## config.mk

```make
export PLATFORM = sky130hd
export DESIGN_NAME = pipe_sequencer
export DESIGN_NICKNAME = d
export VERILOG_FILES = /design/src/rtl/pipe_sequencer.sv
export SDC_FILE = /design/constraint.sdc
export NUM_CORES = 1
export LEC_CHECK = 0
export ABC_CLOCK_PERIOD_IN_PS = 1600
export CORE_UTILIZATION = 39
export CTS_CLUSTER_SIZE = 28
export DETAILED_ROUTE_END_ITERATION = 6
export HOLD_SLACK_MARGIN = 0.02
export PLACE_DENSITY = 0.83
export SYNTH_ARGS = -nofsm -noshare
export SYNTH_HDL_FRONTEND = slang
export SYNTH_SLANG_ARGS = --single-unit
```

## constraint.sdc

```tcl
create_clock -name clk -period 1.6 [get_ports clk]
set_input_delay 0.16 -clock clk [delete_from_list [all_inputs] [get_ports clk]]
set_output_delay 0.16 -clock clk [all_outputs]
set_load 0.005 [all_outputs]
```

## src/rtl/pipe_sequencer.sv

```systemverilog
// Central stall/flush sequencer for the 5-stage pipeline: per-cycle write enables, flushes and mult/div start.
// Optional stall performance counter enabled by defining PIPE_SEQUENCER_PERF_EN.
module pipe_sequencer #(
  parameter int MD_TIMEOUT = 64,
  parameter int CNT_W      = 16
) (
  input  logic             clk,
  input  logic             rst,
  input  logic             stall_req,
  input  logic             branch_taken,
  input  logic             md_start,
  input  logic             md_done,
  input  logic             dmem_req,
  input  logic             dmem_ack,
  output logic             pc_we,
  output logic             if_id_we,
  output logic             if_id_flush,
  output logic             id_ex_flush,
  output logic             ex_mem_we,
  output logic             md_go,
  output logic             md_err,
  output logic [1:0]       state,
  output logic [CNT_W-1:0] stall_cycles
);

  localparam logic [1:0] ST_RUN      = 2'd0;
  localparam logic [1:0] ST_MEM_WAIT = 2'd1;
  localparam logic [1:0] ST_MD_WAIT  = 2'd2;

  localparam int TMR_W = $clog2(MD_TIMEOUT);
  localparam logic [TMR_W-1:0] TMR_LAST = TMR_W'(MD_TIMEOUT - 1);

  logic [1:0]       state_reg, state_next;
  logic             md_served_reg, md_served_next;
  logic [TMR_W-1:0] timer_reg, timer_next;
  logic             md_err_reg, md_err_next;

  always_comb begin
    pc_we          = 1'b1;
    if_id_we       = 1'b1;
    ex_mem_we      = 1'b1;
    if_id_flush    = 1'b0;
    id_ex_flush    = 1'b0;
    md_go          = 1'b0;
    state_next     = state_reg;
    md_served_next = md_served_reg;
    timer_next     = timer_reg;
    md_err_next    = md_err_reg;

    case (state_reg)
      ST_RUN: begin
        if (dmem_req && !dmem_ack) begin
          pc_we      = 1'b0;
          if_id_we   = 1'b0;
          ex_mem_we  = 1'b0;
          state_next = ST_MEM_WAIT;
        end else if (branch_taken) begin
          if_id_flush = 1'b1;
          id_ex_flush = 1'b1;
        end else if (md_start && !md_served_reg) begin
          pc_we      = 1'b0;
          if_id_we   = 1'b0;
          ex_mem_we  = 1'b0;
          md_go      = 1'b1;
          timer_next = '0;
          state_next = ST_MD_WAIT;
        end else if (stall_req) begin
          pc_we       = 1'b0;
          if_id_we    = 1'b0;
          id_ex_flush = 1'b1;
        end
        // Once the served mult/div leaves EX it can no longer re-trigger.
        if (ex_mem_we) begin
          md_served_next = 1'b0;
        end
      end

      ST_MEM_WAIT: begin
        pc_we     = dmem_ack;
        if_id_we  = dmem_ack;
        ex_mem_we = dmem_ack;
        if (dmem_ack) begin
          state_next = ST_RUN;
        end
      end

      ST_MD_WAIT: begin
        pc_we      = 1'b0;
        if_id_we   = 1'b0;
        ex_mem_we  = 1'b0;
        timer_next = timer_reg + 1'b1;
        // A done in the timeout cycle wins, so no error is flagged.
        if (md_done) begin
          state_next     = ST_RUN;
          md_served_next = 1'b1;
          timer_next     = '0;
        end else if (timer_reg == TMR_LAST) begin
          state_next     = ST_RUN;
          md_served_next = 1'b1;
          md_err_next    = 1'b1;
          timer_next     = '0;
        end
      end

      default: begin
        state_next = ST_RUN;
      end
    endcase
  end

  always_ff @(posedge clk or posedge rst) begin
    if (rst) begin
      state_reg     <= ST_RUN;
      md_served_reg <= 1'b0;
      timer_reg     <= '0;
      md_err_reg    <= 1'b0;
    end else begin
      state_reg     <= state_next;
      md_served_reg <= md_served_next;
      timer_reg     <= timer_next;
      md_err_reg    <= md_err_next;
    end
  end

  assign state  = state_reg;
  assign md_err = md_err_reg;

`ifdef PIPE_SEQUENCER_PERF_EN
  logic [CNT_W-1:0] stall_cnt_reg;

  always_ff @(posedge clk or posedge rst) begin
    if (rst) begin
      stall_cnt_reg <= '0;
    end else if (!pc_we && (stall_cnt_reg != {CNT_W{1'b1}})) begin
      stall_cnt_reg <= stall_cnt_reg + 1'b1;
    end
  end

  assign stall_cycles = stall_cnt_reg;
`else
  assign stall_cycles = '0;
`endif

endmodule

```

==> impl_metrics.xml <==
<?xml version="1.0" encoding="UTF-8"?>
<metrics>
  <group name="sta">
    <metric name="setup_viol" unit="">0</metric>
    <metric name="setup_tns" unit="ns">0</metric>
    <metric name="finalWorstSetupSlack" unit="ns">0.0335</metric>
    <metric name="final_period_minus_worst_setup_slack" unit="ns">1.57</metric>
    <metric name="fin_worst_hold_slack" unit="ns">0.168</metric>
    <metric name="grt_setup_unrepaired" unit="">yes</metric>
    <metric name="final.setup_skew" unit="ns">0.00468</metric>
    <metric name="final-max-slew-violation-count" unit="">0</metric>
    <metric name="hold_viol_final" unit="">0</metric>
    <metric name="maxClockFrequency" unit="MHz">638</metric>
    <metric name="final.period_utilization" unit="">0.979</metric>
  </group>
  <group name="logic_synthesis">
    <metric name="ys_async_sr_fraction" unit="">1.00</metric>
    <metric name="ys_top_cells_by_area" unit="">sky130_fd_sc_hd__dfrtp_1, sky130_fd_sc_hd__buf_4, sky130_fd_sc_hd__o21ai_0</metric>
    <metric name="post_synth_instance_area" unit="sq um">691</metric>
    <metric name="yosys_reg_bits" unit="">10</metric>
    <metric name="synth_warnings" unit="">0</metric>
    <metric name="yosys.area.top_type" unit="">sky130_fd_sc_hd__dfrtp_1</metric>
    <metric name="post_synth_most_frequent_cells" unit="">sky130_fd_sc_hd__buf_4, sky130_fd_sc_hd__dfrtp_1, sky130_fd_sc_hd__nand2_1, sky130_fd_sc_hd__nor2_1, sky130_fd_sc_hd__o21ai_0</metric>
    <metric name="netlist_instances" unit="">79</metric>
    <metric name="synth.avg_cell_area" unit="sq um">8.74</metric>
    <metric name="synth.yosys.seq_area_share" unit="">0.362</metric>
    <metric name="synth_enable_flop_cells" unit="">0</metric>
    <metric name="yosys.cell_types.count" unit="">28</metric>
    <metric name="post-synth-top-count-cell" unit="">sky130_fd_sc_hd__buf_4</metric>
    <metric name="synth-main-ff-cell" unit="">sky130_fd_sc_hd__dfrtp_1</metric>
    <metric name="synth_top_area_frac" unit="">0.362</metric>
  </group>
  <group name="clock_tree">
    <metric name="ctsLongestPathBuffers" unit="">2</metric>
    <metric name="cts_root_buf" unit="">sky130_fd_sc_hd__clkbuf_4</metric>
    <metric name="worstSkewPairLatency" unit="ns">0.27</metric>
    <metric name="tritoncts" unit="">built</metric>
    <metric name="cts-hold-fix-buffers" unit="">0</metric>
    <metric name="cts-buffers-inserted" unit="">3</metric>
    <metric name="clock_tree.htree_level_count" unit="">1</metric>
    <metric name="clock_sink_count" unit="">10</metric>
    <metric name="clock_pin_slew_worst_setup_and_hold_paths" unit="ns">0.07</metric>
  </group>
  <group name="worst_setup_path">
    <metric name="critical_path.slowest_cell" unit="">sky130_fd_sc_hd__dfrtp_1</metric>
    <metric name="r2r_end" unit="">timer_reg[2]$_DFFE_PP0P_</metric>
    <metric name="critical_path_class" unit="">reg2out</metric>
    <metric name="setup.reg_to_reg.worst_slack" unit="ns">0.15</metric>
    <metric name="crit_start" unit="">state[0]$_DFFE_PP0P_</metric>
    <metric name="crit_path_max_fanout" unit="">2</metric>
    <metric name="critical_path.reg2reg.startpoint" unit="">state[1]$_DFFE_PP0P_</metric>
    <metric name="cp.required" unit="ns">1.44</metric>
    <metric name="series_of_cell_instances_along_the_critical_path" unit="">nor3b_4 &gt; nand2b_1 &gt; buf_4 &gt; o21ai_2 &gt; buf_2</metric>
    <metric name="rr_worst_depth" unit="">5</metric>
    <metric name="critical_path_buffers_and_inverters" unit="">2</metric>
    <metric name="start_kind" unit="">flip-flop</metric>
    <metric name="worstPathArrival" unit="ns">1.41</metric>
    <metric name="cp_top_family" unit="">flip-flops</metric>
    <metric name="worstSetupEndpointType" unit="">output port</metric>
    <metric name="slowest_delay" unit="ns">0.42</metric>
  </group>
  <group name="status">
    <metric name="status" unit="">finished, violations left</metric>
    <metric name="failing_checks" unit="">design-rule violations</metric>
  </group>
  <group name="die">
    <metric name="placeableCoreArea" unit="sq mm">0.00158</metric>
    <metric name="floorplan.die.width" unit="um">44.1</metric>
    <metric name="design.portCount" unit="">33</metric>
    <metric name="die_h" unit="um">44.1</metric>
    <metric name="floorplan.initialDensity" unit="">0.438</metric>
    <metric name="die_area" unit="sq mm">0.00194</metric>
    <metric name="num_rows" unit="">14</metric>
  </group>
  <group name="placed_design">
    <metric name="placed_cell_area" unit="sq um">860</metric>
    <metric name="port-buffer-count" unit="">16</metric>
    <metric name="dp_slack" unit="ns">-0.515</metric>
    <metric name="detailedPlacementHpwl" unit="um">1030</metric>
    <metric name="gp_congestion" unit="">0.712</metric>
  </group>
  <group name="cells_and_area">
    <metric name="synthToLayoutAreaGrowth" unit="%">31.9</metric>
    <metric name="finalInstanceArea" unit="sq um">911</metric>
    <metric name="fin_nets" unit="">118</metric>
    <metric name="diodes" unit="">0</metric>
    <metric name="fraction_of_final_layout_cells_with_drive_strength_greater_than_1" unit="">0.287</metric>
    <metric name="largest_reg_flops" unit="">6</metric>
  </group>
  <group name="grt">
    <metric name="groute.usage.overall" unit="">0.161</metric>
    <metric name="first_global_vias" unit="">517</metric>
    <metric name="grt_antenna_before_repair" unit="">0</metric>
    <metric name="grt_start_max_net_pins" unit="">11</metric>
    <metric name="grt_remaining_overflow" unit="">0</metric>
    <metric name="grt_pass1_wl" unit="um">2220</metric>
  </group>
  <group name="pwr">
    <metric name="vdd_ir_drop_max" unit="mV">0.639</metric>
    <metric name="power.static_leakage" unit="nW">0.457</metric>
    <metric name="fin_total_pwr" unit="mW">0.716</metric>
    <metric name="power-per-cell-area" unit="mW/mm^2">786</metric>
  </group>
  <group name="route">
    <metric name="detail_route.wirelength" unit="um">1390</metric>
    <metric name="remaining_design_rule_violation_count" unit="">2</metric>
    <metric name="drt_pre_antenna_iters" unit="">7</metric>
    <metric name="vias_after_detailed_routing" unit="">589</metric>
    <metric name="drtAntennaViolNets" unit="">0</metric>
    <metric name="detailedRoute.firstIterationViolations" unit="">7</metric>
    <metric name="routed_wire_length_per_instance" unit="um">11.2</metric>
    <metric name="vias_per_cell" unit="">4.75</metric>
  </group>
  <group name="job">
    <metric name="timing.max_cap.violations" unit="">0</metric>
  </group>
  <group name="min_path">
    <metric name="min-delay-path-class" unit="">in2async</metric>
  </group>
</metrics>
[through the flow]
step | util | std cells
after floorplan | - | 94
after global placement | 0.545 | 117
after detailed placement | 0.545 | 117
after CTS | 0.580 | 123
after global routing | 0.578 | 124
final | 0.578 | 124
[placed cells by master (no fill, tap or decap), types with 2 or more instances in the layout]
| cell type | count |
|---|---|
| sky130_fd_sc_hd__buf_2 | 3 |
| sky130_fd_sc_hd__and2_1 | 3 |
| sky130_fd_sc_hd__nand3_1 | 2 |
| sky130_fd_sc_hd__clkdlybuf4s50_1 | 8 |
| sky130_fd_sc_hd__dfrtp_1 | 10 |
| sky130_fd_sc_hd__dlygate4sd2_1 | 2 |
| sky130_fd_sc_hd__nor2_1 | 6 |
| sky130_fd_sc_hd__a21oi_1 | 2 |
| sky130_fd_sc_hd__inv_1 | 4 |
| sky130_fd_sc_hd__a31oi_1 | 3 |
| sky130_fd_sc_hd__o21ai_0 | 4 |
| sky130_fd_sc_hd__conb_1 | 16 |
| sky130_fd_sc_hd__nor2b_1 | 2 |
| sky130_fd_sc_hd__clkbuf_4 | 3 |
| sky130_fd_sc_hd__nand2_1 | 6 |
| sky130_fd_sc_hd__buf_4 | 11 |
| sky130_fd_sc_hd__clkbuf_2 | 3 |
[power by group]
| part | total [mW] | leakage, nW | internal, mW | switching (mW) |
|---|---|---|---|---|
| clock network | 0.229 | 0.0210 | 0.138 | 0.0905 |
| logic | 0.196 | 0.299 | 0.107 | 0.0894 |
| registers | 0.291 | 0.137 | 0.272 | 0.0195 |
[metal layers]
metal  global-route usage  wire length, um  vias to the layer above
li1                     -                -                      295
met1                0.193              601                      264
met2                0.268              698                       30
met3               0.0694               91                        0
met4               0.0364                0                        0
met5                    0                0                        -
[kinds of logic (layout without fill, tap and decap cells)]
family / count (synthesis) / in the layout / share of synthesized area
and+or+nand+nor: 27 / 27 / 0.225
buffers and inverters: 21 / 35 / 0.207
AOI/OAI and AO/OA: 18 / 18 / 0.170
DFF: 10 / 10 / 0.362
adders and majority gates: 1 / 1 / 0.0181
other: 1 / 16 / 0.00543
xor gates and xnor gates: 1 / 1 / 0.0127
[area by class of cell]
cell class,instances,area [sq um]
Inverter,4,15.0
Fill cell,136,666
Tap cell,16,20.0
Clock buffer,4,36.3
Sequential cell,10,250
Multi-Input combinational cell,63,379
Timing Repair Buffer,27,210
[how the worst max path moves through the flow]
stage / slack (ns) / cells past startpoint / to
4_1_cts: -0.01 / 5 / ex_mem_we
2_1_floorplan: 0.21 / 4 / pc_we
3_3_place_gp: -0.40 / 6 / pc_we
3_5_place_dp: -0.51 / 6 / pc_we
5_1_grt: -0.06 / 5 / pc_we
6_report: 0.03 / 5 / pc_we
[timing repair]
item	in CTS	in global routing
resized for setup	24	6
buffers inserted	2	1
gates cloned	0	0
pin swaps	3	2
setup endpoints to repair	6	5
Power figures use the tool's default switching activity.
